## src/rtl/multicycle_ctrl.sv

```systemverilog
`timescale 1ns/1ps
// Multicycle MIPS control FSM: sequences ALU, unified memory and register
// file over several cycles per instruction (lw, sw, R-type, addi, beq, j).
// Ports: clk, rst (async, active-high), op_code/funct from the IR, zero from
// the ALU, mem_ready handshake; datapath controls pc_en..alu_ctrl; sticky
// status halted/illegal/mem_err. Memory waits are bounded by MEM_TIMEOUT.
module multicycle_ctrl #(
    parameter int MEM_TIMEOUT = 15
) (
    input  logic       clk,
    input  logic       rst,
    input  logic [5:0] op_code,
    input  logic [5:0] funct,
    input  logic       zero,
    input  logic       mem_ready,
    output logic       pc_en,
    output logic       iord,
    output logic       irwrite,
    output logic       memwrite,
    output logic       regwrite,
    output logic       regdst,
    output logic       memtoreg,
    output logic       alusrca,
    output logic [1:0] alusrcb,
    output logic [1:0] pcsrc,
    output logic [2:0] alu_ctrl,
    output logic       halted,
    output logic       illegal,
    output logic       mem_err
);

    localparam logic [3:0] S_IDLE   = 4'd0;
    localparam logic [3:0] S_FETCH  = 4'd1;
    localparam logic [3:0] S_DECODE = 4'd2;
    localparam logic [3:0] S_MEMADR = 4'd3;
    localparam logic [3:0] S_MEMRD  = 4'd4;
    localparam logic [3:0] S_MEMWB  = 4'd5;
    localparam logic [3:0] S_MEMWR  = 4'd6;
    localparam logic [3:0] S_EXEC   = 4'd7;
    localparam logic [3:0] S_ALUWB  = 4'd8;
    localparam logic [3:0] S_ADDIEX = 4'd9;
    localparam logic [3:0] S_ADDIWB = 4'd10;
    localparam logic [3:0] S_BEQ    = 4'd11;
    localparam logic [3:0] S_JUMP   = 4'd12;
    localparam logic [3:0] S_TRAP   = 4'd13;

    localparam logic [5:0] OP_RTYPE = 6'b000000;
    localparam logic [5:0] OP_LW    = 6'b100011;
    localparam logic [5:0] OP_SW    = 6'b101011;
    localparam logic [5:0] OP_ADDI  = 6'b001000;
    localparam logic [5:0] OP_BEQ   = 6'b000100;
    localparam logic [5:0] OP_J     = 6'b000010;

    localparam logic [7:0] TIMEOUT = 8'(MEM_TIMEOUT);

    logic [3:0] state;
    logic [3:0] state_nxt;
    logic [7:0] wait_cnt;
    logic [7:0] wait_nxt;
    logic       is_load;
    logic       is_load_nxt;
    logic       illegal_nxt;
    logic       mem_err_nxt;
    logic       mem_wait;
    logic       timeout;
    logic       pcwrite;
    logic       branch;

    assign mem_wait = (state == S_FETCH) || (state == S_MEMRD) ||
                      (state == S_MEMWR);

    // Fires on the waiting cycle that would bring the count to the limit.
    assign timeout = mem_wait && !mem_ready &&
                     ((wait_cnt + 8'd1) >= TIMEOUT);

    always_comb begin
        state_nxt   = state;
        is_load_nxt = is_load;
        illegal_nxt = illegal;
        mem_err_nxt = mem_err;
        case (state)
            S_IDLE:   state_nxt = S_FETCH;
            S_FETCH:  if (mem_ready) state_nxt = S_DECODE;
            S_DECODE: begin
                case (op_code)
                    OP_LW: begin
                        state_nxt   = S_MEMADR;
                        is_load_nxt = 1'b1;
                    end
                    OP_SW: begin
                        state_nxt   = S_MEMADR;
                        is_load_nxt = 1'b0;
                    end
                    OP_RTYPE: state_nxt = S_EXEC;
                    OP_ADDI:  state_nxt = S_ADDIEX;
                    OP_BEQ:   state_nxt = S_BEQ;
                    OP_J:     state_nxt = S_JUMP;
                    default: begin
                        state_nxt   = S_TRAP;
                        illegal_nxt = 1'b1;
                    end
                endcase
            end
            // Opcode is only trusted in DECODE, so lw/sw is remembered there.
            S_MEMADR: state_nxt = is_load ? S_MEMRD : S_MEMWR;
            S_MEMRD:  if (mem_ready) state_nxt = S_MEMWB;
            S_MEMWB:  state_nxt = S_FETCH;
            S_MEMWR:  if (mem_ready) state_nxt = S_FETCH;
            S_EXEC:   state_nxt = S_ALUWB;
            S_ALUWB:  state_nxt = S_FETCH;
            S_ADDIEX: state_nxt = S_ADDIWB;
            S_ADDIWB: state_nxt = S_FETCH;
            S_BEQ:    state_nxt = S_FETCH;
            S_JUMP:   state_nxt = S_FETCH;
            S_TRAP:   state_nxt = S_TRAP;
            default:  state_nxt = S_IDLE;
        endcase
        if (timeout) begin
            state_nxt   = S_TRAP;
            mem_err_nxt = 1'b1;
        end
    end

    always_comb begin
        wait_nxt = (mem_wait && !mem_ready) ? wait_cnt + 8'd1 : 8'd0;
        if (state_nxt != state) wait_nxt = 8'd0;
    end

    always_ff @(posedge clk or posedge rst) begin
        if (rst) begin
            state    <= S_IDLE;
            wait_cnt <= 8'd0;
            is_load  <= 1'b0;
            illegal  <= 1'b0;
            mem_err  <= 1'b0;
        end else begin
            state    <= state_nxt;
            wait_cnt <= wait_nxt;
            is_load  <= is_load_nxt;
            illegal  <= illegal_nxt;
            mem_err  <= mem_err_nxt;
        end
    end

    always_comb begin
        pcwrite  = 1'b0;
        branch   = 1'b0;
        iord     = 1'b0;
        irwrite  = 1'b0;
        memwrite = 1'b0;
        regwrite = 1'b0;
        regdst   = 1'b0;
        memtoreg = 1'b0;
        alusrca  = 1'b0;
        alusrcb  = 2'b00;
        pcsrc    = 2'b00;
        alu_ctrl = 3'b000;
        case (state)
            S_FETCH: begin
                alusrcb  = 2'b01;
                alu_ctrl = 3'b010;
                irwrite  = mem_ready;
                pcwrite  = mem_ready;
            end
            S_DECODE: begin
                alusrcb  = 2'b11;
                alu_ctrl = 3'b010;
            end
            S_MEMADR, S_ADDIEX: begin
                alusrca  = 1'b1;
                alusrcb  = 2'b10;
                alu_ctrl = 3'b010;
            end
            S_MEMRD: iord = 1'b1;
            S_MEMWB: begin
                regwrite = 1'b1;
                memtoreg = 1'b1;
            end
            S_MEMWR: begin
                iord     = 1'b1;
                memwrite = 1'b1;
            end
            S_EXEC: begin
                alusrca = 1'b1;
                case (funct)
                    6'b100010: alu_ctrl = 3'b100;
                    6'b101010: alu_ctrl = 3'b110;
                    6'b011100: alu_ctrl = 3'b101;
                    default:   alu_ctrl = 3'b010;
                endcase
            end
            S_ALUWB: begin
                regwrite = 1'b1;
                regdst   = 1'b1;
            end
            S_ADDIWB: regwrite = 1'b1;
            S_BEQ: begin
                alusrca  = 1'b1;
                alu_ctrl = 3'b100;
                branch   = 1'b1;
                pcsrc    = 2'b01;
            end
            S_JUMP: begin
                pcwrite = 1'b1;
                pcsrc   = 2'b10;
            end
            default: ;
        endcase
    end

    assign pc_en  = pcwrite | (branch & zero);
    assign halted = (state == S_TRAP);

endmodule

```

## config.mk

```make
export PLATFORM = sky130hd
export DESIGN_NAME = multicycle_ctrl
export DESIGN_NICKNAME = d
export VERILOG_FILES = /design/src/rtl/multicycle_ctrl.sv
export SDC_FILE = /design/constraint.sdc
export NUM_CORES = 1
export LEC_CHECK = 0
export ABC_AREA = 1
export BUFFER_PORTS_ARGS = -buffer_cell sky130_fd_sc_hd__buf_2
export CELL_PAD_IN_SITES_DETAIL_PLACEMENT = 0
export CELL_PAD_IN_SITES_GLOBAL_PLACEMENT = 2
export CORE_UTILIZATION = 24
export CTS_CLUSTER_DIAMETER = 60
export DETAILED_ROUTE_END_ITERATION = 6
export MAX_ROUTING_LAYER = met4
export PLACE_DENSITY_LB_ADDON = 0.1
export SYNTH_ARGS = -nofsm -noshare
export SYNTH_HDL_FRONTEND = slang
export SYNTH_SLANG_ARGS = --single-unit
```

## constraint.sdc

```tcl
create_clock -name clk -period 1.9 [get_ports clk]
set_clock_uncertainty 0.2 [all_clocks]
set_input_delay 0.095 -clock clk [delete_from_list [all_inputs] [get_ports clk]]
set_output_delay 0.095 -clock clk [all_outputs]
set_load 0.02 [all_outputs]
```

-- Word-level counts from Yosys, hierarchy flattened
Cells that the tools add are included.
- input port bits: 16
- output and inout bits: 18
- flip-flop bits (word level): 15
- logic and storage cells: 73
- add/sub/neg operators: 1
- muxes and demuxes: 23
- magnitude comparators: 1
- eq/ne operators: 22
- reduce and logical (&&, ||, !) cells: 18
- bitwise logic cells: 3
- operator list (cell ; count):
    $pmux W4 S9 ; 1
    $eq A4 B4 Y1 const B ; 6
    $eq A6 B6 Y1 const B ; 4
    $pmux W4 S5 ; 1
    $pmux W3 S3 ; 2
    $eq A4 B3 Y1 const B ; 4
    $mux W4 ; 4
    $mux W8 ; 2
    $reduce_or A6 Y1 ; 2
    $add A8 B1 Y8 const B ; 1
    $eq A4 B2 Y1 const B ; 2
    $ge A8 B4 Y1 const B ; 1
    $mux W1 ; 8
    $reduce_or A4 Y1 ; 2
    $eq A6 B2 Y1 const B ; 1
    $eq A6 B3 Y1 const B ; 1
    $eq A6 B4 Y1 const B ; 1
    $eq A6 B5 Y1 const B ; 1
    $logic_not A6 Y1 ; 1
    $pmux W2 S3 ; 1
    $reduce_or A2 Y1 ; 3
    $eq A4 B1 Y1 const B ; 1
    $logic_not A4 Y1 ; 1
    $ne A4 B4 Y1 ; 1
    12 further kinds ; 16

-- Logic depth before layout (Yosys ltp)
- depth after elaboration: 8
- gate-level depth with buffers: 15
- gate-level depth less buffers: 15

-- Least setup slack after synthesis
OpenSTA, ideal clock, no wires.
- path kind: register -> register
- from: register state[3]
- to: register wait_cnt[1]
- data required time: 1.629 ns
- stages on the path, launching flop included: 14
- arrival: 1.677 ns
- slack: -0.048 ns
- buffers on the path: 0
- period minus slack after synthesis: 1.948 ns
- library setup time: 0.071 ns
- path through: dfrtp_1 > inv_2 > nand2_2 > nor2_1 > o21ai_0 > nand3_1 > nor2_1 > nand2_1 > inv_1 > nand3_1 > nand2_1 > nor2_1 > nand2_2 > nor2_1
- cells in the longest elaborated chain, start to end: 8
- elaborated cells on any way between the ends: 27
- those cells by class: eq/ne: 14; mux: 7; reduce/logical: 6
- ends and longest elaborated chain (what ; line ; RTL):
    from (decl) ; 56 ; logic [3:0] state;
    from (signal assigned) ; 137 ; state <= state_nxt;
    branches (longest 7 deep; another with $pmux W4 S9) ; n/a ;
    $mux W8 (*) ; 126 ; if (state_nxt != state) wait_nxt = 8'd0;
    named net wait_nxt[1] ; 59 ; logic [7:0] wait_nxt;
    to (signal assigned) ; 138 ; wait_cnt <= wait_nxt;
    to (decl) ; 58 ; logic [7:0] wait_cnt;
Mark *: on every way through the listed nets, which the timed path passes.
A chain may end at the register's enable or synchronous reset.

-- Final worst setup path
- from: register wait_cnt[0]
- to: register state[0]
- cells in the longest elaborated chain, start to end: 4
- ends and longest elaborated chain (what ; line ; RTL):
    $add A8 B1 Y8 ; 74 ; ((wait_cnt + 8'd1) >= TIMEOUT);
    $ge A8 B4 Y1 ; 74 ;
    $logic_and A1 B1 Y1 ; 73 ; assign timeout = mem_wait && !mem_ready &&
    $mux W4 ; 118 ; if (timeout) begin
    named net state_nxt[0] ; 57 ; logic [3:0] state_nxt;
The timed path passes the listed nets, and every way through them passes these cells.

==> impl_metrics.env <==
export IMPL_yosysMostFrequentCell="nand2_1"
export IMPL_cts_sinks=15
export IMPL_synth_enable_flop_cells=0
export IMPL_finalMaxSlewViolations=0
export IMPL_combinational_family_with_the_most_area_after_synthesis="simple AND/OR/NAND/NOR gates"
export IMPL_dieArea_mm2=0.00533
export IMPL_crit_path_capture="state[0]"
export IMPL_crit_type="reg -> reg"
export IMPL_postRouteWirelength_um=3230
export IMPL_fin_worst_hold_slack_ns=0.112
export IMPL_rsz0062_at_grt="yes"
export IMPL_internal_power_consumption_uw=1350
export IMPL_max_slew_margin_rel_pct=60.4
export IMPL_grt_max_degree=16
export IMPL_drt_pass1_iterations=4
export IMPL_globalRouteTotalUtil_pct=14.2
export IMPL_initial_antenna_violation_count=0
export IMPL_cap_viol_max_count=0
export IMPL_grt_ovfl_total=0
export IMPL_fp_dieW_um=73.0
export IMPL_reg2reg_slack_ns=-0.01
export IMPL_synth_top_area_share_pct=31.0
export IMPL_syn_inst=197
export IMPL_simple_logic_cell_fraction_of_the_synthesized_area_pct=46.6
export IMPL_yosys_area_share_xor_xnor_pct=1.45
export IMPL_clock_power_share_pct=10.4
export IMPL_worstSkewPairLatency_ns=0.24
export IMPL_drt_drc_violations_left=0
export IMPL_timing_reg2reg_worst_path_depth=13
export IMPL_grt_pass1_vias=1356
export IMPL_num_antenna_cells=0
export IMPL_synthesized_area_fraction_occupied_by_adder_cells_pct=2.07
export IMPL_h_tree_lvls=1
export IMPL_route_antenna_remaining_nets=0
export IMPL_share_seq_of_total_power_pct=18.7
export IMPL_netlist_cell_type_count=28
export IMPL_worstHoldPathType="in -> reg"
export IMPL_violations_in_the_final_reports="negative setup slack"
export IMPL_placement_rows=25
export IMPL_clk_root_buffer_cell="clkbuf_8"
export IMPL_tritoncts="built"
export IMPL_setup_worst_path_end_class="register"
export IMPL_clockBufferDepth=2
export IMPL_dominantRegCellSynth="dfrtp_1"
export IMPL_drt_wirelength_per_cell_um=9.35
export IMPL_reported_leakage_power_uw=0.00113
export IMPL_outcome="complete, but fails checks"
export IMPL_hold_viol=0
export IMPL_power_density_normalized_to_cell_area_mw_per_mm2=1270
export IMPL_async_set_or_reset_flop_fraction_in_the_synthesized_netlist_pct=100
export IMPL_timing_critical_path_required_ns=1.84
export IMPL_worstPathArrival_ns=1.85
export IMPL_setup_viol=1
export IMPL_destination_of_the_worst_register_to_register_timing_path="state[0]"
export IMPL_psw_uw=1120
export IMPL_ir_drop_mv=0.669
export IMPL_yosys_warnings=0
export IMPL_synth_top_cell_by_area="dfrtp_1"
export IMPL_die_h_um=73.0
export IMPL_timing_fmax_mhz=523
export IMPL_reg2reg_from="wait_cnt[0]"
export IMPL_sw_frac_of_total_pct=45.2
export IMPL_effective_utilization_at_floorplan_pct=25.3
export IMPL_design_portCount=34
export IMPL_total_power_uw=2470
export IMPL_synthesis_area_mm2=0.00121
export IMPL_cts_made_buffers=3
export IMPL_synthesis_area_per_instance_um2=6.15
export IMPL_initialDrtViolationCount=19
export IMPL_port_buffers=33
export IMPL_clkSlewWorstSetupHoldPaths_ns=0.06
export IMPL_period_minus_slack_ns=1.91
export IMPL_netlist_top_cells_area="dfrtp_1 31%, nand2_1 17%, inv_1 13%"
export IMPL_min_delay_start="op_code[3]"
export IMPL_share_comb_of_total_power_pct=70.9
export IMPL_route_vias_total=1399
export IMPL_finalCritPeriodShare_pct=101
export IMPL_placeableCoreArea_mm2=0.00479
export IMPL_timing_critical_path_from="wait_cnt[0]"
export IMPL_grt_pass1_wl_um=5690
export IMPL_critPathMaxFanout=8
export IMPL_fin_tns_setup_ns=-0.0107
export IMPL_gp_routability_congestion=0.768
export IMPL_synth_compound_area_share_pct=5.27
export IMPL_ys_seq_elements=15
export IMPL_drt_vias_per_instance=4.06
export IMPL_synthToLayoutAreaGrowth_pct=60.3
export IMPL_max_slew_worst_pin_slew_ns=0.593
export IMPL_post_route_worst_setup_slack_ns=-0.0107
export IMPL_num_nets_final=297
export IMPL_yosys_mux_area_fraction_pct=0
export IMPL_startpoint_type="register"
export IMPL_drive_gt1_share_pct=42.8
export IMPL_seq_area_frac_synth_pct=31.0
export IMPL_top_cells_by_count_synth="55 x nand2_1, 41 x inv_1, 26 x nor2_1"
export IMPL_place_hpwl_um=2710
-- area by class of cell --
cell class              count  area [um^2]
flip-flops and latches     15          380
well taps                  67         83.8
fillers                   530         2840
inverters                  43          161
repair buffers             74          489
clock buffers               3         41.3
clock inverters             1         5.00
multi-input cells         142          781
-- power groups by stage --
stage | combinational [uW] | sequential [uW] | clock (uW)
after floorplan | 850 | 437 | 0
after global placement | 1510 | 442 | 0
after detailed placement | 1500 | 440 | 0
after CTS | 1610 | 447 | 272
after global routing | 1940 | 471 | 288
final | 1750 | 461 | 256
-- layout by cell type, fill, tap and decap left out, types with 2 or more instances in the layout --
cell	Yosys	final
nand2_2	7	9
nand2_1	55	52
dfrtp_2	0	4
nor2_2	5	7
buf_6	0	3
nor2_4	0	2
dfrtp_1	15	11
a21oi_2	1	2
buf_4	0	36
inv_2	2	5
nand3b_1	2	2
nand2_4	1	2
nor2_1	26	22
a21oi_1	3	2
conb_1	1	4
nand4_1	3	3
nor3_1	4	4
o21ai_2	0	2
inv_1	41	38
buf_2	0	33
o21ai_0	4	3
or2_2	2	2
nand3_2	1	3
clkbuf_8	0	3
nand3_1	13	10
dlygate4sd3_1	0	2
-- state kept, by name, summed over array words and instances (netlist names) --
name / cells
wait_cnt: 8
state: 4
illegal: 1
is_load: 1
mem_err: 1
-- stage by stage --
step	setup slack [ns]	instance area [um^2]	util [%]	std cells
global route	-0.159	1940	40.6	345
global placement	-0.103	1710	35.8	332
finish	-0.0107	1940	40.6	345
detailed placement	-0.114	1710	35.8	332
floorplan	0.0595	1220	-	200
CTS	-0.0490	1880	39.2	343
-- repair_timing --
| item | in CTS | in global routing |
|---|---|---|
| endpoints found under the hold margin | 16 | 0 |
| setup endpoints to repair | 6 | 8 |
| setup buffers | 5 | 2 |
| hold buffers | 2 | 0 |
| pin swaps | 11 | 6 |
| gates cloned | 0 | 0 |
| resized for setup | 18 | 14 |
-- cells by family (layout without fill, tap and decap cells) --
logic type                 Yosys count  after routing
and+or+nand+nor                    123            123
buffers and inverters               43            121
DFF                                 15             15
AOI/OAI and AO/OA                   11             11
adders and majority gates            2              2
xor gates and xnor gates             2              2
other                                1              4
-- per-layer routing --
metal	routed length (um)	part of all wire, %	track usage [%]
met1	1460	45	16.2
met2	1670	52	25.4
met3	66	2.0	1.24
met4	34	1.1	5.88
met5	0	0	-
-- worst min-delay path by stage --
stage          endpoint  depth (start not counted)
4_1_cts        state[1]                          6
5_1_grt        state[1]                          6
6_report       state[1]                          6
2_1_floorplan   illegal                          1
3_5_place_dp    illegal                          2
3_3_place_gp    illegal                          2
-- worst max-delay path, stage by stage (launching register included) --
cell and delay [ns]:
dfrtp_1 0.40, buf_6 0.13, nand3_4 0.08, inv_2 0.06, nand2_1 0.04, nand2_1 0.05
nand2_1 0.06, nor2_2 0.12, nand3_2 0.10, nand2_4 0.12, nand2_2 0.07, buf_4 0.13
buf_4 0.12, buf_4 0.11
(Power assumes the default switching activity.)
